## src/rtl/mips16_pkg.sv

```systemverilog
// Shared mips16 definitions used by the data-memory arbiter: the access
// FSM states, the owner of the access in flight, memory geometry and a
// small saturating-counter helper for the host starvation bound.
package mips16_pkg;

    localparam int DMEM_ADDR_W = 6;
    localparam int DATA_W      = 16;

    typedef enum logic [1:0] {
        IDLE = 2'd0,
        ISS  = 2'd1,
        RESP = 2'd2
    } dmem_state_t;

    typedef enum logic {
        OWN_CPU  = 1'b0,
        OWN_HOST = 1'b1
    } dmem_owner_t;

    // Next value of a counter that stops at max instead of wrapping.
    function automatic int sat_inc(input int cnt, input int max);
        if (cnt >= max) begin
            return max;
        end
        return cnt + 1;
    endfunction

endpackage

```

## src/rtl/mips16_dmem_pick.sv

```systemverilog
// Winner selection for the shared data memory. The CPU has fixed priority
// over the host, except that the host is forced through once the CPU has
// taken STARVE_MAX grants in a row while the host was waiting. A debug
// halt makes the CPU ineligible altogether.
module mips16_dmem_pick
    import mips16_pkg::*;
#(
    parameter int STARVE_MAX = 4
) (
    input  logic clk,
    input  logic rst,
    input  logic arb_en,
    input  logic cpu_req,
    input  logic host_req,
    input  logic host_halt,
    output logic grant_valid,
    output logic grant_host
);

    localparam int CNT_W = $clog2(STARVE_MAX + 1);

    logic [CNT_W-1:0] starve_cnt;
    logic             cpu_elig;
    logic             host_elig;
    logic             host_forced;

    assign cpu_elig    = cpu_req & ~host_halt;
    assign host_elig   = host_req;
    assign host_forced = (starve_cnt == CNT_W'(STARVE_MAX));

    // Combinational winner: host wins when it is alone or has been starved long enough.
    always_comb begin
        grant_valid = cpu_elig | host_elig;
        grant_host  = 1'b0;
        if (host_elig && (!cpu_elig || host_forced)) begin
            grant_host = 1'b1;
        end
    end

    // Count consecutive CPU grants taken while the host is waiting; only updated in IDLE.
    always_ff @(posedge clk) begin
        if (rst) begin
            starve_cnt <= '0;
        end else if (arb_en) begin
            if (!host_req || (grant_valid && grant_host)) begin
                starve_cnt <= '0;
            end else if (grant_valid && !grant_host) begin
                starve_cnt <= CNT_W'(sat_inc(int'(starve_cnt), STARVE_MAX));
            end
        end
    end

endmodule

```

## src/rtl/mips16_dmem_arbiter.sv

```systemverilog
// Arbiter sharing the single-port 64x16 data memory between the mips16
// CPU load/store path and the host debug/loader port. Each access runs
// IDLE -> ISS -> RESP -> IDLE. Every memory-side output is a register
// loaded from the latched request, so nothing on the request inputs can
// reach the memory combinationally, and a requester may change its inputs
// freely once its access has been granted.
module mips16_dmem_arbiter
    import mips16_pkg::*;
#(
    parameter int ADDR_W     = DMEM_ADDR_W,
    parameter int DATA_W     = mips16_pkg::DATA_W,
    parameter int STARVE_MAX = 4
) (
    input  logic              clk,
    input  logic              rst,
    input  logic              cpu_req,
    input  logic              cpu_we,
    input  logic [ADDR_W-1:0] cpu_addr,
    input  logic [DATA_W-1:0] cpu_wdata,
    output logic [DATA_W-1:0] cpu_rdata,
    output logic              cpu_ack,
    output logic              cpu_stall,
    input  logic              host_req,
    input  logic              host_we,
    input  logic [ADDR_W-1:0] host_addr,
    input  logic [DATA_W-1:0] host_wdata,
    output logic [DATA_W-1:0] host_rdata,
    output logic              host_ack,
    input  logic              host_halt,
    output logic              mem_en,
    output logic              mem_we,
    output logic [ADDR_W-1:0] mem_addr,
    output logic [DATA_W-1:0] mem_wdata,
    input  logic [DATA_W-1:0] mem_rdata
);

    dmem_state_t state;
    dmem_owner_t owner;
    logic        lat_we;
    logic        grant_valid;
    logic        grant_host;

    mips16_dmem_pick #(
        .STARVE_MAX (STARVE_MAX)
    ) u_pick (
        .clk         (clk),
        .rst         (rst),
        .arb_en      (state == IDLE),
        .cpu_req     (cpu_req),
        .host_req    (host_req),
        .host_halt   (host_halt),
        .grant_valid (grant_valid),
        .grant_host  (grant_host)
    );

    // The CPU is frozen from the moment it asks until the cycle its ack arrives.
    assign cpu_stall = cpu_req & ~cpu_ack;

    // Access sequencer: latch the winner in IDLE, strobe memory in ISS, ack and capture read data in RESP.
    always_ff @(posedge clk) begin
        if (rst) begin
            state      <= IDLE;
            owner      <= OWN_CPU;
            lat_we     <= 1'b0;
            mem_en     <= 1'b0;
            mem_we     <= 1'b0;
            mem_addr   <= '0;
            mem_wdata  <= '0;
            cpu_ack    <= 1'b0;
            host_ack   <= 1'b0;
            cpu_rdata  <= '0;
            host_rdata <= '0;
        end else begin
            cpu_ack  <= 1'b0;
            host_ack <= 1'b0;
            mem_en   <= 1'b0;
            mem_we   <= 1'b0;
            case (state)
                IDLE: begin
                    if (grant_valid) begin
                        mem_en <= 1'b1;
                        state  <= ISS;
                        if (grant_host) begin
                            owner     <= OWN_HOST;
                            lat_we    <= host_we;
                            mem_we    <= host_we;
                            mem_addr  <= host_addr;
                            mem_wdata <= host_wdata;
                        end else begin
                            owner     <= OWN_CPU;
                            lat_we    <= cpu_we;
                            mem_we    <= cpu_we;
                            mem_addr  <= cpu_addr;
                            mem_wdata <= cpu_wdata;
                        end
                    end
                end
                ISS: begin
                    state <= RESP;
                    if (owner == OWN_HOST) begin
                        host_ack <= 1'b1;
                    end else begin
                        cpu_ack <= 1'b1;
                    end
                end
                RESP: begin
                    state <= IDLE;
                    if (!lat_we) begin
                        if (owner == OWN_HOST) begin
                            host_rdata <= mem_rdata;
                        end else begin
                            cpu_rdata <= mem_rdata;
                        end
                    end
                end
                default: begin
                    state <= IDLE;
                end
            endcase
        end
    end

endmodule

```

## config.mk

```make
export PLATFORM = sky130hd
export DESIGN_NAME = mips16_dmem_arbiter
export DESIGN_NICKNAME = d
export VERILOG_FILES = /design/src/rtl/mips16_pkg.sv /design/src/rtl/mips16_dmem_pick.sv /design/src/rtl/mips16_dmem_arbiter.sv
export SDC_FILE = /design/constraint.sdc
export NUM_CORES = 1
export LEC_CHECK = 0
export BUFFER_PORTS_ARGS = -buffer_cell sky130_fd_sc_hd__buf_4
export CORE_MARGIN = 8
export CORE_UTILIZATION = 45
export CTS_CLUSTER_SIZE = 28
export DETAILED_ROUTE_END_ITERATION = 10
export GPL_ROUTABILITY_DRIVEN = 0
export PLACE_DENSITY = 0.8
export SYNTH_ARGS = -nofsm -noshare
export SYNTH_HDL_FRONTEND = slang
export SYNTH_SLANG_ARGS = --single-unit
```

## constraint.sdc

```tcl
create_clock -name clk -period 3.75 [get_ports clk]
set_input_delay 0.375 -clock clk [delete_from_list [all_inputs] [get_ports clk]]
set_output_delay 0.375 -clock clk [all_outputs]
set_load 0.005 [all_outputs]
```

==> run metrics, run 1 <==
largest cells by area after synthesis=dfxtp_1, nand2_1, a21oi_1; final setup TNS=0 ps; CP startpoint=u_pick.starve_cnt[0]$_SDFFE_PP0P_; Placeable Area=5850 um^2; Root Buffer=clkbuf_8; vias in the first global route=2677; final WL=7960 um; post-DR wirelength/cell=15.8 um; Worst Setup Slack, final=1920 ps; initial antenna violation count=0; required time worst endpoint=3930 ps; Initial Utilization=46.0%; clock skew=6.83 ps; DR iter-0 viols=115; # diodes=0; Die H=93.4 um; DP Wirelength=5690 um; Reg-to-Reg Start=u_pick.starve_cnt[0]$_SDFFE_PP0P_; most common cell after layout, fill and taps aside=buf_4; Post-synth EDFFs=0; Final #Nets=493; final period utilization=48.7%; cts-stage hold buffer count=0; DP Area=3580 um^2; CTS sink count=65; I/O Pins=126; CP Capture Type=flip-flop; Peak Freq=547 MHz; Clock Latency Late Sink=330 ps; grt total ovfl=0; largest net degree at the start of global routing=64; post-route cell area=3840 um^2; Final Setup Violations=0; Setup WS pre-CTS=1780 ps; Leak=1.64 nW; DR vias/cell=5.09; WP data arrival=2010 ps; Unique masters post-synth=31; post-CTS setup buffers=0; Top FF cell, synth=dfxtp_1; Power Density=468 nW/um^2; warnings from Yosys=0; outcome=finished clean; CP Capture Point=lat_we$_SDFFE_PP0P_; critical path type=reg2reg; Mapped Avg Cell Area=8.69 um^2; worst slew pin tran=883 ps; Register-to-Register Path Depth=6; normalized max-slew margin=40.9%; ANT nets after route=0; first-pass GRT wire length=12800 um; FF+latch count, synth=65; Hold WS=295 ps; post-synthesis cell count=310; Fill cells=503; end of the worst register-to-register path=lat_we$_SDFFE_PP0P_; flop2flop setup slack=1920 ps; Fin. Hold Viols=0; Port Buffers=125; min-delay src=mem_rdata[10]; Post-Syn Nets=379; Worst setup SP type=flip-flop; Final Max Slew Viols=0; DRC=0; CTS Buffer Depth=2; RSZ-0062 raised after global routing=false; layout cells sized above 1=39.4%; Inserted Clock Buffers=9; Overall Power=1.80 mW; Total GRT Usage=18.5%; Final Critical Period=1830 ps; Worst Hold Class=in2reg; most frequent cells in the layout=buf_4, nand2_1, dfxtp_1; CTS resizes=0; Peak supply drop=348 uV; vias after detailed routing=2563; CTS tree=done; register area share after synthesis=48.3%; crit-path max FO=23; H-tree level count=3; die footprint=8720 um^2; Area Overhead vs Synth=42.5%; Worst-path clk slew=70 ps; Yosys top cell area share=48.3%; max-cap check violation count=0; row count=28; cell taking the most area after synthesis=dfxtp_1; share of flip-flops with an asynchronous set or reset after synthesis=0%; Synth Cell Area=2690 um^2; drt pass-1 iters=4; die outline width=93.4 um
per-stage QoR:
| step | instances | utilization [%] |
|---|---|---|
| global route | 504 | 65.6 |
| finish | 504 | 65.6 |
| global placement | 488 | 61.1 |
| CTS | 504 | 65.6 |
| floorplan | 310 | - |
| detailed placement | 488 | 61.1 |
cell type report:
class                   count  area [um^2]  area share (%)
multi-input cells         221         1240            32.2
well taps                  75         93.8            2.45
flip-flops and latches     65         1300            33.9
repair buffers            125          938            24.5
clock inverters             5          128            3.33
clock buffers              11          131            3.42
inverters                   2         7.51           0.196
Yosys cell counts, types with 2 or more instances:
library cell  count
nor2b_1           3
buf_4             6
a211oi_1          4
clkbuf_1          7
nand2_1          89
nand4_1           2
buf_2             4
buf_6             5
o21ai_0           2
a21oi_1          58
inv_1             2
a211oi_2         20
dfxtp_1          65
nor2_1           25
ha_1              2
cell families (layout without fill, tap and decap cells):
kind of cell               after synthesis  count (layout)  synth area share, %
adders and majority gates                2               2                0.929
and+or+nand+nor                        130             130                 20.8
muxes                                    1               1                0.372
DFF                                     65              65                 48.3
buffers and inverters                   24             143                 5.76
AOI/OAI and AO/OA                       88              88                 23.8
sequential cells by signal, summed over array words and instances (netlist names), 2 cells and up:
| name | flops |
|---|---|
| mem_wdata | 16 |
| u_pick.starve_cnt | 3 |
| cpu_rdata | 16 |
| mem_addr | 6 |
| host_rdata | 16 |
| state | 2 |
metal layers:
layer | GRT usage (%) | part of all wire [%]
met3 | 5.61 | 7.4
met5 | 0 | 0
met2 | 32.2 | 51
met4 | 10.1 | 3.0
met1 | 19.5 | 39
critical path, stage by stage, from the launching register on:
cell	delay, ps
dfxtp_1	350
inv_1	60
ha_1	200
nand2_1	150
a21bo_2	480
mux2i_1	330
a211oi_2	100
where the power goes:
group | switching [mW] | internal, mW
Combinational | 0.132 | 0.137
Sequential | 0.0257 | 0.729
Clock | 0.263 | 0.510
how the worst min path moves through the flow:
stage / to / slack [ps] / depth (start not counted)
6_report: host_rdata[10]$_SDFFE_PP0P_ / 290 / 3
5_1_grt: host_rdata[8]$_SDFFE_PP0P_ / 280 / 3
4_1_cts: host_rdata[8]$_SDFFE_PP0P_ / 280 / 3
3_5_place_dp: host_rdata[15]$_SDFFE_PP0P_ / 450 / 2
3_3_place_gp: host_rdata[2]$_SDFFE_PP0P_ / 440 / 2
2_1_floorplan: cpu_rdata[0]$_SDFFE_PP0P_ / 450 / 2
(Power assumes the default switching activity.)
==> run 2, diff against run 1 <==
==> constraint.sdc (replaced) <==
create_clock -name clk -period 1.7 [get_ports clk]
set_input_delay 0.17 -clock clk [delete_from_list [all_inputs] [get_ports clk]]
set_output_delay 0.17 -clock clk [all_outputs]
set_load 0.005 [all_outputs]
==> run metrics, run 2 (synthesis results as in run 1) <==
Overall Power=3.62 mW (was 1.80 mW); Reg-to-Reg Start=u_pick.starve_cnt[0]$_SDFFE_PP0P_ (unchanged); post-DR wirelength/cell=15.5 um (was 15.8 um); initial antenna violation count=0 (unchanged); Power Density=935 nW/um^2 (was 468 nW/um^2); layout cells sized above 1=41.0% (was 39.4%); vias after detailed routing=2617 (was 2563); CTS Buffer Depth=2 (unchanged); Root Buffer=clkbuf_8 (unchanged); WP buf/inv=2 (was 1); ANT nets after route=0 (unchanged); Worst Setup Slack, final=147 ps (was 1920 ps); Worst Hold Class=in2reg (unchanged); CP max stage cell=dfxtp_1 (was a21bo_2); required time worst endpoint=1960 ps (was 3930 ps); Final #Nets=501 (was 493); Total GRT Usage=18.4% (was 18.5%); Die H=93.4 um (unchanged); Initial Utilization=46.0% (unchanged); min-delay src=mem_rdata[14] (was mem_rdata[10]); normalized max-slew margin=53.4% (was 40.9%); Placeable Area=5850 um^2 (unchanged); drt pass-1 iters=5 (was 4); I/O Pins=126 (unchanged); most common cell after layout, fill and taps aside=buf_4 (unchanged); DRC=0 (unchanged); grt total ovfl=0 (unchanged); WP data arrival=1810 ps (was 2010 ps); Area Overhead vs Synth=43.8% (was 42.5%); Worst setup SP type=flip-flop (unchanged); CTS sink count=65 (unchanged); clock skew=9.94 ps (was 6.83 ps); CTS tree=done (unchanged); Inserted Clock Buffers=9 (unchanged); Setup WS pre-CTS=142 ps (was 1780 ps); CP Capture Type=flip-flop (unchanged); DR vias/cell=5.11 (was 5.09); Peak Freq=644 MHz (was 547 MHz); most frequent cells in the layout=buf_4, nand2_1, dfxtp_1 (unchanged); Final Setup Violations=0 (unchanged); Clock Latency Late Sink=340 ps (was 330 ps); Hold WS=75.3 ps (was 295 ps); max-cap check violation count=0 (unchanged); post-route core utilization=66.2% (was 65.6%); Peak supply drop=718 uV (was 348 uV); Final Critical Period=1550 ps (was 1830 ps); die footprint=8720 um^2 (unchanged); largest net degree at the start of global routing=27 (was 64); crit-path cells=inv_1 -> ha_1 -> nand2_1 -> a21boi_4 -> buf_4 -> a21oi_1 -> a211oi_2 (was inv_1 -> ha_1 -> nand2_1 -> a21bo_2 -> mux2i_1 -> a211oi_2); H-tree level count=3 (unchanged); CP top delay family=compound AO/OA/AOI/OAI gates (unchanged); RSZ-0062 raised after global routing=false (unchanged); DR iter-0 viols=97 (was 115); critical path type=reg2reg (unchanged); Fin. Hold Viols=0 (unchanged); final setup TNS=0 ps (unchanged); row count=28 (unchanged); Leak=1.67 nW (was 1.64 nW); Port Buffers=125 (unchanged); first-pass GRT wire length=13000 um (was 12800 um); final period utilization=91.3% (was 48.7%); worst slew pin tran=697 ps (was 883 ps); top flop regs=cpu_rdata: 16 flops, host_rdata: 16 flops, mem_wdata: 16 flops (unchanged); Final Max Slew Viols=0 (unchanged); # diodes=0 (unchanged); CP max stage delay=330 ps (was 480 ps); Worst-path clk slew=80 ps (was 70 ps); final WL=7910 um (was 7960 um); CP startpoint=u_pick.starve_cnt[0]$_SDFFE_PP0P_ (unchanged); DP Wirelength=5950 um (was 5690 um); die outline width=93.4 um (unchanged); vias in the first global route=2695 (was 2677); crit-path max FO=17 (was 23); outcome=finished clean (unchanged)
[run 2: cell count changes in the layout (fill, tap and decap cells not counted)]
| cell | previous run | this run |
|---|---|---|
| clkbuf_1 | 2 | 0 |
| clkinv_2 | 0 | 1 |
| bufinv_16 | 4 | 1 |
| clkinvlp_4 | 1 | 0 |
| inv_6 | 0 | 2 |
| buf_12 | 0 | 2 |
| buf_4 | 125 | 131 |
| a21bo_2 | 1 | 0 |
| clkinv_4 | 0 | 3 |
| a21bo_4 | 0 | 1 |
[run 2: timing repair]
| action | CTS | global route |
|---|---|---|
| endpoints found under the setup margin | 0 | 1 |
| buffers inserted | 0 | 0 |
| gates resized for setup | 0 | 1 |
| hold endpoints to repair | 0 | 0 |
| hold buffers | 0 | 0 |
[run 2: area by class of cell]
class	count	area, um^2
flip-flops and latches	65	1300
clock inverters	7	78.8
fillers	493	1980
clock buffers	9	124
multi-input cells	221	1240
repair buffers	133	1020
well taps	75	93.8
inverters	2	7.51
[run 2: power by group]
part	internal [mW]	switching (mW)	leakage, nW	total [mW]
Combinational	0.321	0.299	1.04	0.620
Sequential	1.61	0.0551	0.531	1.66
Clock	0.692	0.644	0.104	1.34
Total	2.62	0.999	1.67	3.62
[run 2: through the flow]
step	instance area, um^2	cells
after CTS	3860	512
final	3870	512
after global routing	3870	512
after detailed placement	3660	496
after global placement	3660	496
after floorplan	2690	310
[run 2: per-layer routing]
metal | vias up | routed length [um] | track usage, %
met1 | 1211 | 3030 | 19.1
met5 | - | 0 | 0
li1 | 1286 | - | -
met4 | 0 | 269 | 10.2
met3 | 19 | 690 | 6.65
met2 | 101 | 3930 | 31.5
[run 2: worst reg2reg max path, delay by kind of cell (launching register included)]
family | cells | cell delay (ps)
AOI/OAI and AO/OA | 3 | 550
DFF | 1 | 330
buffers and inverters | 2 | 320
adders and majority gates | 1 | 140
and+or+nand+nor | 1 | 120
[run 2: path summary, 6_finish.rpt]
path / endpoint / slack [ps] / depth (start not counted)
worst max-delay path: mem_wdata[14]$_SDFFE_PP0P_ / 150 / 7
worst min-delay path: cpu_rdata[14]$_SDFFE_PP0P_ / 80 / 3
worst max register to register: mem_wdata[14]$_SDFFE_PP0P_ / 150 / 7
worst min register to register: cpu_rdata[1]$_SDFFE_PP0P_ / 460 / 2
==> run 3, diff against run 2 <==
--- a/config.mk
+++ b/config.mk
@@ -6,12 +6,14 @@
 export NUM_CORES = 1
 export LEC_CHECK = 0
 export BUFFER_PORTS_ARGS = -buffer_cell sky130_fd_sc_hd__buf_4
+export CELL_PAD_IN_SITES_DETAIL_PLACEMENT = 0
+export CELL_PAD_IN_SITES_GLOBAL_PLACEMENT = 1
 export CORE_MARGIN = 8
-export CORE_UTILIZATION = 45
+export CORE_UTILIZATION = 33
 export CTS_CLUSTER_SIZE = 28
 export DETAILED_ROUTE_END_ITERATION = 10
 export GPL_ROUTABILITY_DRIVEN = 0
-export PLACE_DENSITY = 0.8
+export PLACE_DENSITY = 0.82
 export SYNTH_ARGS = -nofsm -noshare
 export SYNTH_HDL_FRONTEND = slang
 export SYNTH_SLANG_ARGS = --single-unit
==> run metrics, run 3 (synthesis results as in run 1) <==
vias in the first global route=2559 (was 2695); Placeable Area=8050 um^2 (was 5850 um^2); row count=33 (was 28); Final #Nets=499 (was 501); vias after detailed routing=2498 (was 2617); first-pass GRT wire length=13100 um (was 13000 um); largest net degree at the start of global routing=38 (was 27); Initial Utilization=33.4% (was 46.0%); DR vias/cell=4.63 (was 5.11); min-delay src=mem_rdata[10] (was mem_rdata[14]); Port Buffers=125 (unchanged); register cell area after layout=1300 um^2 (unchanged); final WL=8120 um (was 7910 um); Leak=1.64 nW (was 1.67 nW); Fill cells=799 (was 493); post-DR wirelength/cell=15.0 um (was 15.5 um); ANT nets after route=0 (unchanged); top flop regs=cpu_rdata: 16 flops, host_rdata: 16 flops, mem_wdata: 16 flops (unchanged); post-route cell area=3890 um^2 (was 3870 um^2); die outline width=106 um (was 93.4 um); DP Wirelength=5870 um (was 5950 um); DRC=0 (unchanged); initial antenna violation count=0 (unchanged); cts-stage hold buffer count=0 (unchanged); final setup TNS=0 ps (unchanged); # diodes=0 (unchanged); H-tree level count=3 (unchanged); Final Setup Violations=0 (unchanged); Reg-to-Reg Start=u_pick.starve_cnt[0]$_SDFFE_PP0P_ (unchanged); normalized max-slew margin=71.0% (was 53.4%); CP startpoint=u_pick.starve_cnt[0]$_SDFFE_PP0P_ (unchanged); Peak Freq=632 MHz (was 644 MHz); CTS sink count=65 (unchanged); RSZ-0062 raised after global routing=false (unchanged); Die H=106 um (was 93.4 um); DP Area=3710 um^2 (was 3660 um^2); Hold WS=87.2 ps (was 75.3 ps); area of the multi-input gates=1240 um^2 (about the same); Final Critical Period=1580 ps (was 1550 ps); Root Buffer=clkbuf_8 (unchanged); Met3 Wirelength=409 um (was 690 um); clock skew=7.80 ps (was 9.94 ps); Overall Power=3.43 mW (was 3.62 mW); Peak supply drop=346 uV (was 718 uV); Area Overhead vs Synth=44.3% (was 43.8%); Worst-path clk slew=80 ps (about the same); grt total ovfl=0 (unchanged); Worst Hold Class=in2reg (unchanged); Power Density=883 nW/um^2 (was 935 nW/um^2); Inserted Clock Buffers=9 (unchanged); Total GRT Usage=14.2% (was 18.4%); DR iter-0 viols=104 (was 97); most frequent cells in the layout=buf_4, nand2_1, dfxtp_1 (unchanged); Clock Latency Late Sink=330 ps (was 340 ps); I/O Pins=126 (unchanged); drt pass-1 iters=4 (was 5); top routing layer in use=met4 (unchanged); Fin. Hold Viols=0 (unchanged); worst slew pin tran=435 ps (was 697 ps); most common cell after layout, fill and taps aside=buf_4 (unchanged); CP Capture Type=flip-flop (unchanged); CTS tree=done (unchanged); Final Max Slew Viols=0 (unchanged); max-cap check violation count=0 (unchanged); outcome=finished clean (unchanged); critical path type=reg2reg (unchanged); CTS resizes=0 (unchanged); crit-path max FO=9 (was 17); met2 WL=4320 um (was 3930 um); met1 wire length=3330 um (was 3030 um); post-CTS setup buffers=0 (unchanged); die footprint=11300 um^2 (was 8720 um^2); CTS Buffer Depth=2 (unchanged); WP data arrival=1780 ps (was 1810 ps); required time worst endpoint=1900 ps (was 1960 ps); layout cells sized above 1=41.1% (was 41.0%); Worst setup SP type=flip-flop (unchanged); final period utilization=93.1% (was 91.3%)
[run 3: cell types whose count changed in the layout (fill, tap and decap cells not counted), moves of 2 or more]
cell        delta
buf_12         +2
buf_4          -4
clkinv_2       +2
clkinvlp_4     +2
inv_6          -2
[run 3: critical path, cell delays in order, from the launching register on]
cell and delay, ps:
dfxtp_1 360, inv_1 80, ha_1 190, nand2_1 140, a21bo_2 300, mux2i_2 300, a211oi_2 90
[run 3: power breakdown]
| group | switching, mW | internal [mW] | total (mW) |
|---|---|---|---|
| clock | 0.610 | 0.525 | 1.14 |
| combinational | 0.300 | 0.331 | 0.632 |
| sequential | 0.0569 | 1.61 | 1.66 |
| total | 0.967 | 2.46 | 3.43 |
[run 3: final timing paths]
| kind | endpoint | slack, ps | cells after the start |
|---|---|---|---|
| min | host_rdata[10]$_SDFFE_PP0P_ | 90 | 3 |
| max | lat_we$_SDFFE_PP0P_ | 120 | 6 |
| max reg2reg | lat_we$_SDFFE_PP0P_ | 120 | 6 |
| min reg2reg | host_rdata[3]$_SDFFE_PP0P_ | 460 | 2 |
[run 3: layout make-up]
class / count / area share (%)
Clock buffer: 9 / 3.19
Multi-Input combinational cell: 221 / 31.9
Inverter: 2 / 0.193
Tap cell: 105 / 3.38
Sequential cell: 65 / 33.5
Timing Repair Buffer: 131 / 26.6
Clock inverter: 7 / 1.22
[run 3: routing by layer]
layer / track usage [%] / up-vias
li1: - / 1281
met1: 15.7 / 1157
met2: 25.2 / 54
met3: 3.99 / 6
met4: 5.63 / 0
met5: 0 / -
[run 3: per-stage QoR]
step / cells / utilization, % / setup WS [ps]
after floorplan: 310 / - / 338
after global placement: 524 / 46.1 / 183
after detailed placement: 524 / 46.1 / 137
after CTS: 540 / 48.2 / 105
after global routing: 540 / 48.3 / 21.1
final: 540 / 48.3 / 118
